<file path="src/rtl/seg_dynamic_drv_pkg.sv">
// ---------------------------------------------------------------------------
// seg_pkg
// Shared constants, types and helpers for the six-digit seven-segment
// display driver (seg_dynamic_drv) and its BCD converter (bcd_8421).
//   DIGITS / DEC_MAX      : display width and largest displayable value
//   SEG_*                 : active-low segment codes, bit 7 = dp, [6:0]=gfedcba
//   bcd_digit_t/bcd_word_t: one BCD nibble / six packed nibbles (digit 0 LSB)
//   conv_state_t          : converter FSM state encoding
//   seg_decode()          : BCD nibble -> segment code
//   bcd_adjust()          : add-3 correction step of double dabble
// ---------------------------------------------------------------------------
package seg_pkg;

  localparam int          DIGITS     = 6;
  localparam int          BIN_W      = 20;
  localparam int          BCD_W      = 4 * DIGITS;
  localparam logic [19:0] DEC_MAX    = 20'd999_999;
  localparam logic [4:0]  LAST_SHIFT = 5'(BIN_W - 1);

  localparam logic [7:0] SEG_0       = 8'hC0;
  localparam logic [7:0] SEG_1       = 8'hF9;
  localparam logic [7:0] SEG_2       = 8'hA4;
  localparam logic [7:0] SEG_3       = 8'hB0;
  localparam logic [7:0] SEG_4       = 8'h99;
  localparam logic [7:0] SEG_5       = 8'h92;
  localparam logic [7:0] SEG_6       = 8'h82;
  localparam logic [7:0] SEG_7       = 8'hF8;
  localparam logic [7:0] SEG_8       = 8'h80;
  localparam logic [7:0] SEG_9       = 8'h90;
  localparam logic [7:0] SEG_MINUS   = 8'hBF;
  localparam logic [7:0] SEG_BLANK   = 8'hFF;
  localparam logic [7:0] SEG_DP_MASK = 8'h7F;

  typedef logic [3:0] bcd_digit_t;
  typedef bcd_digit_t [DIGITS-1:0] bcd_word_t;

  typedef enum logic [1:0] {
    CONV_IDLE  = 2'd0,
    CONV_SHIFT = 2'd1,
    CONV_DONE  = 2'd2
  } conv_state_t;

  function automatic logic [7:0] seg_decode(input bcd_digit_t d);
    logic [7:0] code;
    case (d)
      4'd0:    code = SEG_0;
      4'd1:    code = SEG_1;
      4'd2:    code = SEG_2;
      4'd3:    code = SEG_3;
      4'd4:    code = SEG_4;
      4'd5:    code = SEG_5;
      4'd6:    code = SEG_6;
      4'd7:    code = SEG_7;
      4'd8:    code = SEG_8;
      4'd9:    code = SEG_9;
      default: code = SEG_BLANK;
    endcase
    return code;
  endfunction

  // Any nibble >= 5 gets +3 so that the following left shift carries
  // correctly into the next decimal digit.
  function automatic logic [BCD_W-1:0] bcd_adjust(input logic [BCD_W-1:0] v);
    logic [BCD_W-1:0] r;
    r = v;
    for (int i = 0; i < DIGITS; i++) begin
      if (v[4*i +: 4] >= 4'd5) r[4*i +: 4] = v[4*i +: 4] + 4'd3;
    end
    return r;
  endfunction

endpackage

</file>
<file path="src/rtl/seg_dynamic_drv_bcd_8421.sv">
// ---------------------------------------------------------------------------
// bcd_8421
// Iterative binary-to-BCD converter (shift-add-3 / double dabble), one bit
// per clock, 20 iterations.
//   sys_clk  in   system clock
//   sys_rst  in   asynchronous active-high reset
//   start    in   one-cycle pulse: capture bin and begin a conversion
//   bin      in   20-bit unsigned value (caller keeps it <= 999_999)
//   done     out  one-cycle pulse, bcd is valid while done is high
//   bcd      out  six BCD nibbles, digit 0 in bcd[3:0]
//
// Protocol: start is a fire-and-forget pulse (no ready); bin is sampled on
// the start edge only. A start during a conversion restarts it. done is
// high for exactly one cycle, the cycle after the last iteration, and bcd
// holds its value until the next start.
// ---------------------------------------------------------------------------
module bcd_8421
  import seg_pkg::*;
(
  input  logic             sys_clk,
  input  logic             sys_rst,
  input  logic             start,
  input  logic [BIN_W-1:0] bin,
  output logic             done,
  output logic [BCD_W-1:0] bcd
);

  conv_state_t      state_q, state_d;
  logic [4:0]       shift_cnt_q;
  logic [BIN_W-1:0] bin_q;
  logic [BCD_W-1:0] bcd_q;
  logic [BCD_W-1:0] bcd_adj;

  // State register
  always_ff @(posedge sys_clk or posedge sys_rst) begin
    if (sys_rst) state_q <= CONV_IDLE;
    else         state_q <= state_d;
  end

  // Next-state logic
  always_comb begin
    state_d = state_q;
    case (state_q)
      CONV_IDLE:  if (start) state_d = CONV_SHIFT;
      CONV_SHIFT: begin
        if (start)                           state_d = CONV_SHIFT;
        else if (shift_cnt_q == LAST_SHIFT)  state_d = CONV_DONE;
      end
      CONV_DONE:  state_d = start ? CONV_SHIFT : CONV_IDLE;
      default:    state_d = CONV_IDLE;
    endcase
  end

  // Output logic
  always_comb begin
    done = (state_q == CONV_DONE);
    bcd  = bcd_q;
  end

  assign bcd_adj = bcd_adjust(bcd_q);

  // Datapath: {bcd, bin} acts as one 44-bit shift register; the binary
  // MSB enters the BCD side after the add-3 correction.
  always_ff @(posedge sys_clk or posedge sys_rst) begin
    if (sys_rst) begin
      bin_q       <= '0;
      bcd_q       <= '0;
      shift_cnt_q <= '0;
    end else if (start) begin
      bin_q       <= bin;
      bcd_q       <= '0;
      shift_cnt_q <= '0;
    end else if (state_q == CONV_SHIFT) begin
      bcd_q       <= {bcd_adj[BCD_W-2:0], bin_q[BIN_W-1]};
      bin_q       <= {bin_q[BIN_W-2:0], 1'b0};
      shift_cnt_q <= shift_cnt_q + 5'd1;
    end
  end

endmodule

</file>
<file path="src/rtl/seg_dynamic_drv.sv">
// ---------------------------------------------------------------------------
// seg_dynamic_drv
// Six-digit multiplexed common-anode seven-segment driver. Samples a
// binary value once per frame, converts it to BCD with bcd_8421, buffers
// the result atomically and scans the digits.
//   CNT_MAX  param  per-digit dwell minus one, in clocks (>= 24)
//   sys_clk  in     system clock
//   sys_rst  in     asynchronous active-high reset
//   data     in     20-bit unsigned value (clamped to 999_999)
//   point    in     decimal-point mask, point[i] lights the dp of digit i
//   sign     in     1 = show a minus
//   seg_en   in     1 = display on, 0 = all digits dark
//   sel      out    one-hot digit select, active-high (registered)
//   seg      out    active-low segments, seg[7]=dp (registered)
// Build option: define SEG_LZ_BLANK_EN for leading-zero blanking with a
// floating minus sign; otherwise all digits are shown and the minus sits
// on digit 5.
// ---------------------------------------------------------------------------
module seg_dynamic_drv
  import seg_pkg::*;
#(
  parameter logic [15:0] CNT_MAX = 16'd49_999
) (
  input  logic              sys_clk,
  input  logic              sys_rst,
  input  logic [BIN_W-1:0]  data,
  input  logic [DIGITS-1:0] point,
  input  logic              sign,
  input  logic              seg_en,
  output logic [DIGITS-1:0] sel,
  output logic [7:0]        seg
);

  localparam logic [2:0] LAST_DIG = 3'(DIGITS - 1);

  // Scan counters
  logic [15:0] cnt_q, cnt_d;
  logic [2:0]  dig_idx_q, dig_idx_d;
  logic        first_q;
  logic        dwell_end;
  logic        frame_start;

  // Frame sample registers and converter start pulse
  logic [BIN_W-1:0]  hold_data_q, hold_data_d;
  logic [DIGITS-1:0] hold_point_q;
  logic              hold_sign_q;
  logic              start_q;

  // Display buffer, written only when a conversion completes
  bcd_word_t         buf_digits_q;
  logic [DIGITS-1:0] buf_point_q;
  logic              buf_sign_q;

  logic              conv_done;
  logic [BCD_W-1:0]  conv_bcd;

  logic [7:0]        digit_code [DIGITS];
  logic [DIGITS-1:0] sel_q, sel_d;
  logic [7:0]        seg_q, seg_d;

  // ---------------- scan timing ----------------
  always_comb begin
    dwell_end = (cnt_q == CNT_MAX);
    cnt_d     = dwell_end ? 16'd0 : cnt_q + 16'd1;
    dig_idx_d = dig_idx_q;
    if (dwell_end) dig_idx_d = (dig_idx_q == LAST_DIG) ? 3'd0 : dig_idx_q + 3'd1;
    // first_q makes the cycle after reset release a frame start so the
    // buffer is populated during the very first digit-0 dwell.
    frame_start = first_q | (dwell_end & (dig_idx_q == LAST_DIG));
  end

  always_ff @(posedge sys_clk or posedge sys_rst) begin
    if (sys_rst) begin
      cnt_q     <= '0;
      dig_idx_q <= '0;
      first_q   <= 1'b1;
    end else begin
      cnt_q     <= cnt_d;
      dig_idx_q <= dig_idx_d;
      first_q   <= 1'b0;
    end
  end

  // ---------------- frame sampling ----------------
  assign hold_data_d = (data > DEC_MAX) ? DEC_MAX : data;

  always_ff @(posedge sys_clk or posedge sys_rst) begin
    if (sys_rst) begin
      hold_data_q  <= '0;
      hold_point_q <= '0;
      hold_sign_q  <= 1'b0;
      start_q      <= 1'b0;
    end else begin
      start_q <= frame_start;
      if (frame_start) begin
        hold_data_q  <= hold_data_d;
        hold_point_q <= point;
        hold_sign_q  <= sign;
      end
    end
  end

  bcd_8421 u_bcd (
    .sys_clk (sys_clk),
    .sys_rst (sys_rst),
    .start   (start_q),
    .bin     (hold_data_q),
    .done    (conv_done),
    .bcd     (conv_bcd)
  );

  // Digits, dp mask and sign move into the buffer together so the scan
  // never mixes two frames.
  always_ff @(posedge sys_clk or posedge sys_rst) begin
    if (sys_rst) begin
      buf_digits_q <= '0;
      buf_point_q  <= '0;
      buf_sign_q   <= 1'b0;
    end else if (conv_done) begin
      buf_digits_q <= conv_bcd;
      buf_point_q  <= hold_point_q;
      buf_sign_q   <= hold_sign_q;
    end
  end

  // ---------------- digit codes ----------------
`ifdef SEG_LZ_BLANK_EN
  logic [DIGITS-1:0] shown;
  logic [DIGITS-1:0] minus_here;

  // Walk from the leftmost digit: a digit is blanked while everything so
  // far is zero and no dp has been seen at or left of it.
  always_comb begin : lz_blank
    logic zero_left;
    logic dp_left;
    shown     = '0;
    zero_left = 1'b1;
    dp_left   = 1'b0;
    for (int i = DIGITS - 1; i >= 0; i--) begin
      zero_left = zero_left & (buf_digits_q[i] == 4'd0);
      dp_left   = dp_left | buf_point_q[i];
      shown[i]  = (i == 0) | ~zero_left | dp_left;
    end
  end

  // Blanks are contiguous from the left, so the first blank left of the
  // most significant shown digit is the blank whose right neighbour shows.
  always_comb begin : sign_place
    minus_here = '0;
    for (int i = 1; i < DIGITS; i++) begin
      minus_here[i] = buf_sign_q & ~shown[i] & shown[i-1];
    end
  end
`endif

  always_comb begin : digit_codes
    for (int i = 0; i < DIGITS; i++) begin
`ifdef SEG_LZ_BLANK_EN
      if (shown[i])           digit_code[i] = seg_decode(buf_digits_q[i]);
      else if (minus_here[i]) digit_code[i] = SEG_MINUS;
      else                    digit_code[i] = SEG_BLANK;
`else
      if (buf_sign_q && (i == DIGITS - 1)) digit_code[i] = SEG_MINUS;
      else                                 digit_code[i] = seg_decode(buf_digits_q[i]);
`endif
      if (buf_point_q[i]) digit_code[i] = digit_code[i] & SEG_DP_MASK;
    end
  end

  // ---------------- output registers ----------------
  always_comb begin
    sel_d = '0;
    seg_d = SEG_BLANK;
    if (seg_en) begin
      sel_d = DIGITS'(1) << dig_idx_q;
      seg_d = digit_code[dig_idx_q];
    end
  end

  always_ff @(posedge sys_clk or posedge sys_rst) begin
    if (sys_rst) begin
      sel_q <= '0;
      seg_q <= SEG_BLANK;
    end else begin
      sel_q <= sel_d;
      seg_q <= seg_d;
    end
  end

  assign sel = sel_q;
  assign seg = seg_q;

endmodule

</file>
<file path="config.mk">
export PLATFORM = sky130hd
export DESIGN_NAME = seg_dynamic_drv
export DESIGN_NICKNAME = d
export VERILOG_FILES = /design/src/rtl/seg_dynamic_drv_pkg.sv /design/src/rtl/seg_dynamic_drv_bcd_8421.sv /design/src/rtl/seg_dynamic_drv.sv
export SDC_FILE = /design/constraint.sdc
export NUM_CORES = 1
export LEC_CHECK = 0
export CAP_MARGIN = 20
export CORE_ASPECT_RATIO = 0.6
export CORE_MARGIN = 1.5
export CORE_UTILIZATION = 60
export DETAILED_ROUTE_END_ITERATION = 10
export GPL_TIMING_DRIVEN = 1
export PLACE_DENSITY = 0.8
export SYNTH_ARGS = -nofsm -noshare
export SYNTH_HDL_FRONTEND = slang
export SYNTH_SLANG_ARGS = --single-unit
</file>
<file path="constraint.sdc">
create_clock -name sys_clk -period 5.72 [get_ports sys_clk]
set_input_delay 1.144 -clock sys_clk [delete_from_list [all_inputs] [get_ports sys_clk]]
set_output_delay 1.144 -clock sys_clk [all_outputs]
set_load 0.03 [all_outputs]
</file>
==> flow_summary.ini <==
[power_and_ir_drop]
p_switching_uw = 586
peakVddDrop_mv = 0.196
seqPwrFrac_pct = 47.0
swShare_pct = 25.3
pwr-share-clk_pct = 47.3
intPower_mw = 1.73
pwr-share-comb_pct = 5.8
power.density_nw_per_um2 = 262
power_leakage_nw = 3.99

[grt]
antenna_found_initial = 0
grt_max_degree = 119
grt_remaining_overflow = 0
grt_pass1_vias = 5905
grtUsageTotal_pct = 26.9
grt_first_pass_wirelength_microns = 28800

[worst_setup_path]
worst_setup_path_start_kind = input pin
worstPathArrival_ns = 3.15
critical_path_class = input pin to register
required_ns = 6.08
crit_fanout = 15
crit_path_end_kind = register

[route]
postRouteAntennaNets = 0
drtPass1Iterations = 5
avgViaCountPerCell = 5.87
wl_microns = 17200
remaining_drc_errors = 0
drt_iter0_drc = 487
wl_per_cell_microns = 16.7
num_vias = 6035

[clock_network]
cts_resized = 0
clk_pin_slew_ns = 0.07
cts.sinks = 144
cts_tree = yes
cts.htree.levels = 4
numCtsBuffers = 17
clockBufferDepth = 2
postCtsHoldBufs = 0
cts-root-buf = clkbuf_16
cts_setup_buffers = 0
clk_latency_ns = 0.43

[sta]
min_period_ns = 2.78
max-slew-margin-rel_pct = 27.7
rsz0062_at_grt = no
period_share_pct = 48.7
clock.fmax_ghz = 0.359
finalHoldViolations = 0
setup_viol = 0
finalSetupTns_ns = 0
clock_skew_ns = 0.0118
worst_slew_pin_slew_ns = 1.08
drv_slew = 0
fin_hold_ws_ns = 0.473

[layout]
mostFrequentLayoutCells = dfrtp_1, nand2_1, o21ai_0
drive_gt1_share_pct = 9.62
final_nets = 926
antenna_cells = 0
seq_area_sq_um = 3620
areaGrowthSynthToFinish_pct = 14.5
n_fill_cell = 854
final_common_cell = dfrtp_1
multi_input_comb_area_sq_um = 3760

[synthesis]
async_flop_share_pct = 100
synth_area_sq_um = 7730
ys.flop_type = dfrtp_1
yosysSeqAreaShare_pct = 46.8
ys_ff_latch = 144
synth_cells = 830
syn_avg_cell_area_sq_um = 9.31
synth_edf_count = 0
ys_warn_count = 0
yosysUniqueCellTypes = 58
synth_nets = 906

[placement]
gp_congestion = 0.956
place.port_buffers = 43
hpwl_microns = 11400

[die]
fp.dieW_microns = 150
num_io_pins = 44
design.core.area_sq_um = 12300
floorplan.rows = 31
initial_utilization_pct = 62.9
die_y_microns = 90.9
dieArea_sq_um = 13600

[run]
max_cap_viol_count = 0

[outcome]
status = finished clean

[min_path]
hold_path_class = register to register
[through the flow]
step                      util (%)  total power, mW  std cells  setup slack, ns  instance area, sq um
after CTS                     71.4             2.32       1025             2.93                  8780
after global routing          72.0             2.40       1028             2.78                  8850
final                         72.0             2.32       1028             2.94                  8850
after floorplan                  -             1.18        830            0.725                  7730
after global placement        66.7             1.23        993             2.63                  8210
after detailed placement      66.7             1.24        993             2.49                  8210
[worst max-delay path, cell delays in order]
cell and delay (ns):
clkdlybuf4s50_1 0.43, o31ai_1 0.34, a21boi_0 0.15, o21ai_1 0.81, nand3_1 0.18, nand2_1 0.10
[power groups by stage]
stage / sequential [mW] / combinational, mW / clock (mW)
global placement: 1.11 / 0.118 / 0
global route: 1.09 / 0.150 / 1.15
CTS: 1.09 / 0.126 / 1.10
detailed placement: 1.11 / 0.125 / 0
finish: 1.09 / 0.133 / 1.10
floorplan: 1.10 / 0.0800 / 0
[final timing paths]
check | start | to | slack (ns) | cells past startpoint
max in group asynchronous | sys_rst | seg[5]$_DFF_PP1_ | 3.54 | 4
worst max-delay path | data[8] | hold_data_q[10]$_DFFE_PP0P_ | 2.94 | 6
worst max register to register | cnt_q[7]$_DFF_PP0_ | hold_data_q[10]$_DFFE_PP0P_ | 3.12 | 8
min in group asynchronous | sys_rst | buf_sign_q$_DFFE_PP0N_ | 1.00 | 2
worst min-delay path | hold_point_q[1]$_DFFE_PP0P_ | hold_point_q[1]$_DFFE_PP0P_ | 0.47 | 2
worst min register to register | hold_point_q[1]$_DFFE_PP0P_ | hold_point_q[1]$_DFFE_PP0P_ | 0.47 | 2
[synth_stat cells (4+ instances only)]
master / number / area share [%]
dfrtp_1: 135 / 44
nor3_1: 7 / 0.45
a21oi_1: 66 / 4.3
nand2b_1: 21 / 1.7
mux2i_1: 25 / 3.2
o22ai_1: 4 / 0.32
nor2b_1: 5 / 0.40
nor2_1: 67 / 3.3
xor2_1: 12 / 1.4
a211oi_1: 8 / 0.78
inv_1: 39 / 1.9
nand2_1: 127 / 6.2
mux2_2: 20 / 2.9
a31oi_1: 4 / 0.32
o221ai_1: 7 / 0.79
buf_2: 5 / 0.32
ha_1: 46 / 7.4
xnor2_1: 20 / 2.3
dfstp_2: 9 / 3.1
nand4_1: 5 / 0.40
clkbuf_1: 42 / 2.0
o21ai_0: 68 / 4.4
nand3_1: 23 / 1.5
or2_2: 6 / 0.49
and2_1: 5 / 0.40
[final cells by class]
type	instances	share of cell area [%]
Clock buffer	18	4.85
Multi-Input combinational cell	596	42.5
Inverter	40	1.75
Clock inverter	14	1.65
Timing Repair Buffer	51	6.05
Tap cell	165	2.33
Sequential cell	144	40.9
[state kept, by name, summed over array words and instances, names as in the netlist, 8 cells and up]
| name | cells |
|---|---|
| u_bcd.bin_q | 20 |
| hold_data_q | 20 |
| buf_digits_q | 24 |
| seg | 8 |
| cnt_q | 16 |
| u_bcd.bcd | 24 |
[layer usage]
layer / part of all wire [%] / global-route usage (%) / vias up
met1: 46 / 37.8 / 2952
met2: 47 / 42.0 / 194
met4: 1.7 / 7.84 / 0
met3: 5.9 / 5.86 / 26
met5: 0 / 0 / -
li1: - / - / 2863
[cell families after synthesis]
family	Yosys count	share of synthesized area, %
AND/OR/NAND/NOR	284	16.8
AO/OA/AOI/OAI	187	14.2
flip-flops	144	46.8
buffers and inverters	90	4.69
adder cells (fa/ha/maj)	46	7.44
multiplexers	46	6.44
XOR/XNOR	32	3.63
other	1	0.0485
(Power assumes the default switching activity.)
